**src/rtl/sort8_stream_ctrl.sv**
```systemverilog
// Serial-to-parallel front end and parallel-to-serial back end for the sorting_8 core.
// Frames of 8 words are loaded, iterated PASSES times, captured and drained largest first.
module sort8_stream_ctrl #(
    parameter int PASSES = 4
) (
    input  logic         clk,
    input  logic         rst,
    input  logic         in_valid,
    input  logic [31:0]  in_data,
    output logic         in_ready,
    output logic         out_valid,
    output logic [31:0]  out_data,
    output logic         out_last,
    input  logic         out_ready,
    output logic         srt_sel,
    output logic [255:0] srt_in,
    input  logic [255:0] srt_out,
    output logic         busy
);

    typedef enum logic [2:0] {
        FILL    = 3'd0,
        LOAD    = 3'd1,
        ITER    = 3'd2,
        CAPTURE = 3'd3,
        DRAIN   = 3'd4
    } state_t;

    state_t      state_reg, state_next;
    logic [2:0]  wr_idx_reg, wr_idx_next;
    logic [2:0]  rd_idx_reg, rd_idx_next;
    logic [3:0]  pass_cnt_reg, pass_cnt_next;
    logic [31:0] in_buf_reg  [8];
    logic [31:0] out_buf_reg [8];
    logic        in_fire;
    logic        out_fire;

    assign in_fire  = in_valid && in_ready;
    assign out_fire = out_valid && out_ready;

    always_ff @(posedge clk) begin
        if (rst) begin
            state_reg    <= FILL;
            wr_idx_reg   <= 3'd0;
            rd_idx_reg   <= 3'd0;
            pass_cnt_reg <= 4'd0;
        end else begin
            state_reg    <= state_next;
            wr_idx_reg   <= wr_idx_next;
            rd_idx_reg   <= rd_idx_next;
            pass_cnt_reg <= pass_cnt_next;
        end
    end

    always_comb begin
        state_next    = state_reg;
        wr_idx_next   = wr_idx_reg;
        rd_idx_next   = rd_idx_reg;
        pass_cnt_next = pass_cnt_reg;
        case (state_reg)
            FILL: begin
                if (in_fire) begin
                    // 3-bit index wraps 7 -> 0 on the last word of the frame
                    wr_idx_next = wr_idx_reg + 3'd1;
                    if (wr_idx_reg == 3'd7) begin
                        state_next = LOAD;
                    end
                end
            end
            LOAD: begin
                pass_cnt_next = 4'd1;
                state_next    = (PASSES == 1) ? CAPTURE : ITER;
            end
            ITER: begin
                pass_cnt_next = pass_cnt_reg + 4'd1;
                if (pass_cnt_next == 4'(PASSES)) begin
                    state_next = CAPTURE;
                end
            end
            CAPTURE: begin
                rd_idx_next = 3'd0;
                state_next  = DRAIN;
            end
            DRAIN: begin
                if (out_fire) begin
                    rd_idx_next = rd_idx_reg + 3'd1;
                    if (rd_idx_reg == 3'd7) begin
                        state_next = FILL;
                    end
                end
            end
            default: begin
                state_next = FILL;
            end
        endcase
    end

    generate
        for (genvar gi = 0; gi < 8; gi++) begin : g_lane
            always_ff @(posedge clk) begin
                if (rst) begin
                    in_buf_reg[gi] <= 32'd0;
                end else if (in_fire && (wr_idx_reg == 3'(gi))) begin
                    in_buf_reg[gi] <= in_data;
                end
            end

            always_ff @(posedge clk) begin
                if (rst) begin
                    out_buf_reg[gi] <= 32'd0;
                end else if (state_reg == CAPTURE) begin
                    out_buf_reg[gi] <= srt_out[32*gi +: 32];
                end
            end

            assign srt_in[32*gi +: 32] = rst ? 32'd0 : in_buf_reg[gi];
        end
    endgenerate

    // Outputs are forced quiet while reset is asserted, whatever the state register holds
    assign in_ready  = (state_reg == FILL) && !rst;
    assign out_valid = (state_reg == DRAIN) && !rst;
    assign out_data  = out_valid ? out_buf_reg[rd_idx_reg] : 32'd0;
    assign out_last  = out_valid && (rd_idx_reg == 3'd7);
    assign srt_sel   = (state_reg == LOAD) && !rst;
    assign busy      = (state_reg != FILL) && !rst;

endmodule

```
**config.mk**
```make
export PLATFORM = sky130hd
export DESIGN_NAME = sort8_stream_ctrl
export DESIGN_NICKNAME = d
export VERILOG_FILES = /design/src/rtl/sort8_stream_ctrl.sv
export SDC_FILE = /design/constraint.sdc
export NUM_CORES = 1
export LEC_CHECK = 0
export ABC_CLOCK_PERIOD_IN_PS = 14000
export CAP_MARGIN = 10
export CORE_MARGIN = 2
export CORE_UTILIZATION = 45
export DETAILED_ROUTE_END_ITERATION = 8
export PLACE_DENSITY = 0.75
export SLEW_MARGIN = 40
export SYNTH_ARGS = -nofsm -noshare
export SYNTH_HDL_FRONTEND = slang
export SYNTH_SLANG_ARGS = --single-unit
```
**constraint.sdc**
```tcl
create_clock -name clk -period 14 [get_ports clk]
set_input_delay 2.8 -clock clk [delete_from_list [all_inputs] [get_ports clk]]
set_output_delay 2.8 -clock clk [all_outputs]
set_load 0.01 [all_outputs]
```
== Word level (Yosys, flattened, before mapping) ==
Memory sizes are Yosys's and may differ from the RTL's. A register that Yosys moved wholly into a read port is not among the register bits.
Cells that the tools add are included.

* Register bits after elaboration: 13
* Bits in writable memories: 512
* Input bits: 292
* Output and inout port bits: 293
* Logic and storage cells: 132
* Memories: 2

{| class="wikitable"
|+ Memory list
! memory !! depth !! width !! rd ports !! clocked after Yosys merged registers in !! wr ports !! line !! RTL
|-
| in_buf_reg || 8 || 32 || 8 || 0 || 8 || 33 || <nowiki>logic [31:0] in_buf_reg [8];</nowiki>
|-
| out_buf_reg || 8 || 32 || 1 || 1 || 8 || 34 || <nowiki>logic [31:0] out_buf_reg [8];</nowiki>
|}

* Add/sub/neg operators: 3
* Equal/unequal tests: 18
* Mux-type cells: 65
* Bitwise logic cells: 16
* Reduce and logical (&&, ||, !) cells: 24

{| class="wikitable"
|+ Operator list
! cell !! number
|-
| $mux W32 || 25
|-
| $mux W1 || 29
|-
| $mux W3 || 8
|-
| $eq A3 B3 Y1 const B || 6
|-
| $or A1 B1 Y1 || 16
|-
| $logic_and A1 B1 Y1 || 15
|-
| $pmux W3 S5 || 1
|-
| $eq A3 B2 Y1 const B || 4
|-
| $ne A2 B2 Y1 const B || 5
|-
| $pmux W4 S2 || 1
|-
| $add A3 B1 Y3 const B || 2
|-
| $eq A3 B1 Y1 const B || 2
|-
| $logic_not A3 Y1 || 2
|-
| $pmux W3 S2 || 1
|-
| $reduce_and A5 Y1 || 1
|-
| $add A4 B1 Y4 const B || 1
|-
| $eq A4 B3 Y1 const B || 1
|-
| $reduce_and A2 Y1 || 2
|-
| $reduce_bool A2 Y1 || 2
|-
| $reduce_bool A3 Y1 || 1
|-
| $logic_not A1 Y1 || 1
|}

== Logic depth before layout (Yosys ltp) ==
Gate-level depths: netlist (run 1).

* Depth in word-level cells: 8
* Mapped depth: 7
* Depth with buffers taken out: 6

== Least setup slack after synthesis (run 1) ==
No wires, ideal clock.

* Path type: register to register
* Start: reg state_reg[2]
* End: mem out_buf_reg[0][0] (enable)
* Library setup time: 0.927 ns
* Arrival: 12.287 ns
* Data required time: 13.073 ns
* Slack: 0.786 ns
* Stages on the path, launching flop included: 3
* Buffers on the path: 0
* Clock period less this slack: 13.214 ns
* Cell sequence: dfxtp_1 -> nand2b_1 -> o21bai_1

{| class="wikitable"
|+ RTL lines
! element !! line !! RTL
|-
| from (decl) || 29 || <nowiki>state_t state_reg, state_next;</nowiki>
|-
| from (signal assigned) || 48 || <nowiki>state_reg <= state_next;</nowiki>
|-
| to (decl) || 34 ||
|}

== Worst setup path in the final report (run 1) ==
* Start: in rst
* End: out srt_in[140]

* Cells in the longest elaborated chain, start to end: 1

{| class="wikitable"
|+ RTL lines
! element !! line !! RTL
|-
| from (decl) || 7 || <nowiki>input logic rst,</nowiki>
|-
| $mux W32 || 116 || <nowiki>assign srt_in[32*gi +: 32] = rst ? 32'd0 : in_buf_reg[gi];</nowiki>
|-
| to (decl) || 16 || <nowiki>output logic [255:0] srt_in,</nowiki>
|}

No other way between the ends.

==> flow_summary.yaml, run 1 <==
timing:
  max_freq_ghz: 0.120
  final-setup-viol-count: 0
  timing_max_transition_violations_final: 0
  max_slew_margin_pct: 44.1
  worst_slew_pin_slew_ns: 0.839
  worst_slack_ns: 5.66
  unrepaired_setup_endpoints_after_global_routing: "false"
  worst_hold_slack_ns: 0.515
  finalHoldViolCount: 0
  min_cycle_time_layout_ns: 8.34
  setup_tns_final_ns: 0
  skew_ns: 0.0210
  tcrit_tclk_final_pct: 59.6
placed_design:
  io_buffer_count: 584
  numPlacedInstances: 2766
  preCtsSetupSlack_ns: 5.43
  globalplace.congestion: 0.829
  dp_hpwl_um: 44700
  dpl_cell_area_um2: 29800
synthesis:
  netlist.top_cell.by_area: "sky130_fd_sc_hd__edfxtp_1"
  async_flop_share_pct: 0
  synthTopCellsByCount: "sky130_fd_sc_hd__and2_1 (483), sky130_fd_sc_hd__edfxtp_1 (480), sky130_fd_sc_hd__nor2b_1 (258)"
  post-synth-top-count-cell: "sky130_fd_sc_hd__and2_1"
  yosys_warnings: 0
  synthFlopType: "sky130_fd_sc_hd__edfxtp_1"
  syn_nets: 1900
  sequential_element_share_of_the_synthesized_area_pct: 65.7
  synthesis.instances: 1599
  synth.lib_cells_used.distinct: 38
  synth.cell_area_um2: 23400
  synth-seq-cells: 528
  synth_edf_count: 480
  synth_top_area_share_pct: 61.6
  synth.area.top_cells: "sky130_fd_sc_hd__edfxtp_1 (62%), sky130_fd_sc_hd__and2_1 (13%), sky130_fd_sc_hd__nor2b_1 (6.9%)"
  synth_area_per_cell_um2: 14.6
final_layout:
  design.final.nets: 2444
  layout-area-overhead-vs-synth_pct: 34.8
  multi_input_area_um2: 7510
  layout.core_utilization_pct: 61.4
  drive_gt1_share_pct: 9.61
  fill_cells: 3870
  finish.instance_area_um2: 31500
  cell_count_final_fillers_out: 2871
  seq_area_um2: 15400
detailed_routing:
  routed_via_density: 5.12
  detail-route-antenna-nets: 0
  drt_drc_violations_left: 0
  drt-total-wl_um: 64700
  dr_total_vias: 14689
  firstDrtPassIters: 5
  detail_route.wl_per_cell_um: 22.5
  detailedRoute.firstIterationViolations: 1131
floorplan:
  design.portCount: 585
  std_cell_rows: 83
  fp.dieW_um: 232
  die_area_um2: 53800
  initial_utilization_pct: 45.5
  design.core.area_um2: 51400
  dieHeight_um: 232
critical_path:
  critical_path_startpoint_category: "input port"
  timing_worst_setup_path_type: "in -> out"
  endpoint_kind: "primary output"
  worst-endpoint-arrival_ns: 5.54
  timing.critical_path.fanout_max: 110
  crit_required_ns: 11.20
cts:
  clock_pin_slew_on_the_worst_setup_and_hold_paths_ns: 0.06
  tritoncts_clock_tree: "built"
  cts_resized: 0
  root_buffer: "sky130_fd_sc_hd__clkbuf_16"
  cts_max_level: 2
  cts_setup_buffers: 0
  clock_tree_buf_depth: 3
  insertion_delay_ns: 0.61
  postCtsHoldBufs: 0
  cts_made_buffers: 55
  cts.sinks: 528
global_route:
  gr-total-overflow: 0
  antenna_found_initial: 10
  global_route_wire_length_before_repair_um: 93400
  maximum_number_of_pins_on_one_net_before_global_route_repair: 143
  grt_pass1_vias: 14641
  groute.usage.overall_pct: 23.6
worst_hold_path:
  hold_path_class: "reg -> reg"
power:
  max-vdd-ir-drop_v: 0.0000893
  fin_total_pwr_mw: 3.51
  power_leakage_nw: 11.5
  power_per_cell_area_nw_per_um2: 111
run:
  cap_violations: 0
status:
  outcome: "completed"
## placed cells by master (no fill, tap or decap), drive strengths merged, types with 19 or more instances in the layout
cell	count
mux4	64
mux2	33
edfxtp	480
clkbuf	74
nor2b	258
dfxtp	48
clkdlybuf4s50	583
a22o	33
and2	484
clkinv	19
## final timing paths
kind | from | end | slack, ns | cells past startpoint
min reg2reg | rd_idx_reg[2]$_SDFFE_PP0P_ | flip-flop | 0.51 | 2
max | rst | srt_in[140] | 5.66 | 5
min | rd_idx_reg[2]$_SDFFE_PP0P_ | flip-flop | 0.51 | 2
max reg2reg | state_reg[0]$_SDFFE_PP0P_ | out_buf_reg[0][5]$_SDFFCE_PN0P_ | 10.84 | 5
## kinds of logic (layout without fill, tap and decap cells)
group | count (synthesis) | after routing | share of synthesized area, %
multiplexers | 98 | 98 | 8.27
XOR/XNOR | 2 | 2 | 0.0749
buffers and inverters | 115 | 702 | 2.40
flip-flops | 528 | 528 | 65.7
AO/OA/AOI/OAI | 52 | 52 | 1.76
AND/OR/NAND/NOR | 795 | 795 | 21.3
adder cells (fa/ha/maj) | 9 | 9 | 0.481
other | 0 | 5 | 0
## layout make-up
cell class,count,area share (%)
sequential,528,48.8
antenna,5,0.0397
timing repair buffer,597,19.0
clock inverter,27,0.865
inverter,5,0.0595
tap,680,2.70
clock buffer,73,4.74
multi-input combinational,956,23.8
## report_power, final
part	internal (mW)	switching, mW	total (mW)
Clock	0.841	0.605	1.45
Sequential	1.78	0.0168	1.79
Combinational	0.153	0.123	0.276
Total	2.77	0.744	3.51
## critical path: stages
cell and delay, ns:
sky130_fd_sc_hd__clkbuf_8 0.50, sky130_fd_sc_hd__buf_4 0.71, sky130_fd_sc_hd__buf_6 0.62, sky130_fd_sc_hd__nor2b_1 0.18
sky130_fd_sc_hd__clkdlybuf4s50_1 0.52
## routing by layer
metal	vias to the layer above	wire length, µm	part of all wire (%)	GRT usage (%)
met5	-	52	0.080	0
met4	8	1390	2.2	7.37
met3	90	5670	8.8	5.94
met2	677	32400	50	40.0
met1	7241	25200	39	29.7
li1	6673	-	-	-
(Power assumes the default switching activity.)
==> inputs of run 2 (changes only) <==
Settings changed: ABC_CLOCK_PERIOD_IN_PS 14000 to 6700.
Clock period 14 ns to 6.7 ns, I/O delays scaled along.
==> run 2 against run 1 <==
  * Clock power rose by 110%
  * First-iteration DRC count fell by 1.1%
  * Global-route usage rose by 0.45 points
  * Count of clock-buffer cells in the layout fell by 3
  * Cell count rose by 0.24%
  * Worst setup slack got worse by 3.7 ns
  * Sequential cell count did not move
  * Via count rose by 0.80%
  * Routed wire length rose by 2.0%
  * Combinational power rose by 110%
  * Cell area rose by 0.23%
  * Highest routed layer unchanged
==> flow_summary.yaml, run 2 (synthesis gave the netlist of run 1 again) <==
status:
  outcome: "completed"
cts:
  clock_pin_slew_on_the_worst_setup_and_hold_paths_ns: 0.06
  clock_tree_buf_depth: 3
  postCtsHoldBufs: 0
  cts_resized: 0
  cts.sinks: 528
  cts_made_buffers: 54
  root_buffer: "sky130_fd_sc_hd__clkbuf_16"
  insertion_delay_ns: 0.61
  cts_setup_buffers: 0
  cts_max_level: 2
  tritoncts_clock_tree: "built"
worst_hold_path:
  hold_path_class: "reg -> reg"
detailed_routing:
  detailedRoute.firstIterationViolations: 1119
  dr_total_vias: 14806
  drt-total-wl_um: 66000
  routed_via_density: 5.14
  firstDrtPassIters: 5
  detail-route-antenna-nets: 0
  drt_drc_violations_left: 0
  detail_route.wl_per_cell_um: 22.9
global_route:
  antenna_found_initial: 18
  maximum_number_of_pins_on_one_net_before_global_route_repair: 252
  grt_pass1_vias: 14619
  groute.usage.overall_pct: 24.0
  gr-total-overflow: 0
  global_route_wire_length_before_repair_um: 95200
critical_path:
  critical_path_startpoint_category: "input port"
  crit_required_ns: 5.36
  endpoint_kind: "primary output"
  r2r.worst_path.cells: 4
  timing_worst_setup_path_type: "in -> out"
  r2r-end: "out_buf_reg[7][15]$_SDFFCE_PN0P_"
  timing.critical_path.to: "out_data[15]"
  worst-r2r-setup-slack_ns: 3.56
  worst-endpoint-arrival_ns: 3.42
  timing.critical_path.fanout_max: 80
  worst_setup_path_startpoint: "rst"
  worstReg2RegStart: "state_reg[0]$_SDFFE_PP0P_"
final_layout:
  cell_count_final_fillers_out: 2878
  commonest_non_fill_non_tap_cells_in_the_layout: "sky130_fd_sc_hd__clkdlybuf4s50_1 (583), sky130_fd_sc_hd__and2_1 (483), sky130_fd_sc_hd__edfxtp_1 (480)"
  finish.instance_area_um2: 31600
  multi_input_area_um2: 7510
  design.final.nets: 2444
  layout-area-overhead-vs-synth_pct: 35.1
  layout.cells.most_common: "sky130_fd_sc_hd__clkdlybuf4s50_1"
  fill_cells: 3860
  seq_area_um2: 15400
  drive_gt1_share_pct: 9.69
placed_design:
  io_buffer_count: 584
  globalplace.congestion: 0.865
  preCtsSetupSlack_ns: 1.71
  numPlacedInstances: 2764
  dpl_cell_area_um2: 29800
  dp_hpwl_um: 46000
floorplan:
  design.core.area_um2: 51400
  design.portCount: 585
  initial_utilization_pct: 45.5
  fp.dieW_um: 232
  die_area_um2: 53800
  dieHeight_um: 232
  std_cell_rows: 83
timing:
  skew_ns: 0.0199
  setup_tns_final_ns: 0
  worst_slew_pin_slew_ns: 0.814
  worst_slack_ns: 1.94
  final-setup-viol-count: 0
  finalHoldViolCount: 0
  max_slew_margin_pct: 45.8
  unrepaired_setup_endpoints_after_global_routing: "false"
  max_freq_ghz: 0.210
  min_cycle_time_layout_ns: 4.76
  tcrit_tclk_final_pct: 71.1
  timing_max_transition_violations_final: 0
run:
  cap_violations: 0
power:
  fin_total_pwr_mw: 7.33
  max-vdd-ir-drop_v: 0.000214
  power_per_cell_area_nw_per_um2: 232
  power_leakage_nw: 11.5
-- run 2: cell count changes in the layout (fill, tap and decap cells not counted), sizes merged --
cell	change
buf	+1
clkbuf	-3
clkinv	+3
diode	+6
-- run 2: report_power, final --
part	switching (mW)	leakage [nW]	internal [mW]
sequential	0.0344	5.35	3.71
combinational	0.265	5.29	0.322
clock	1.27	0.860	1.73
total	1.57	11.5	5.77
-- run 2: worst min-delay path by stage --
stage / startpoint / to / slack, ns / cells past startpoint
6_report: rd_idx_reg[1]$_SDFFE_PP0P_ / flip-flop / 0.51 / 2
5_1_grt: rd_idx_reg[1]$_SDFFE_PP0P_ / flip-flop / 0.52 / 2
4_1_cts: rd_idx_reg[1]$_SDFFE_PP0P_ / flip-flop / 0.51 / 2
3_5_place_dp: rd_idx_reg[2]$_SDFFE_PP0P_ / flip-flop / 0.50 / 2
3_3_place_gp: rd_idx_reg[1]$_SDFFE_PP0P_ / flip-flop / 0.49 / 2
2_1_floorplan: rd_idx_reg[1]$_SDFFE_PP0P_ / flip-flop / 0.47 / 2
-- run 2: final cells by class --
type | count | area share [%]
clock buffers | 70 | 4.63
repair buffers | 598 | 19.2
well taps | 680 | 2.69
diodes | 11 | 0.0871
flip-flops and latches | 528 | 48.7
clock inverters | 30 | 0.942
inverters | 5 | 0.0594
multi-input cells | 956 | 23.8
-- run 2: critical path: stages --
cell and delay [ns]:
sky130_fd_sc_hd__clkbuf_8 0.32, sky130_fd_sc_hd__nor3b_2 0.33, sky130_fd_sc_hd__nor2b_4 0.41, sky130_fd_sc_hd__buf_8 0.25, sky130_fd_sc_hd__a22o_1 0.19, sky130_fd_sc_hd__clkdlybuf4s50_1 0.54
-- run 2: layer usage --
layer / track usage [%] / vias to the layer above / routed length (µm)
met1: 30.1 / 7340 / 25400
li1: - / 6690 / -
met2: 39.9 / 635 / 32500
met3: 6.70 / 125 / 5990
met5: 0 / - / 103
met4: 8.51 / 16 / 2050
-- run 2: through the flow --
stage	hold slack (ns)	util (%)
3_5_place_dp	0.502	57.9
3_3_place_gp	0.486	57.8
5_1_grt	0.519	61.5
4_1_cts	0.511	61.3
6_report	0.509	61.5
2_1_floorplan	0.467	-
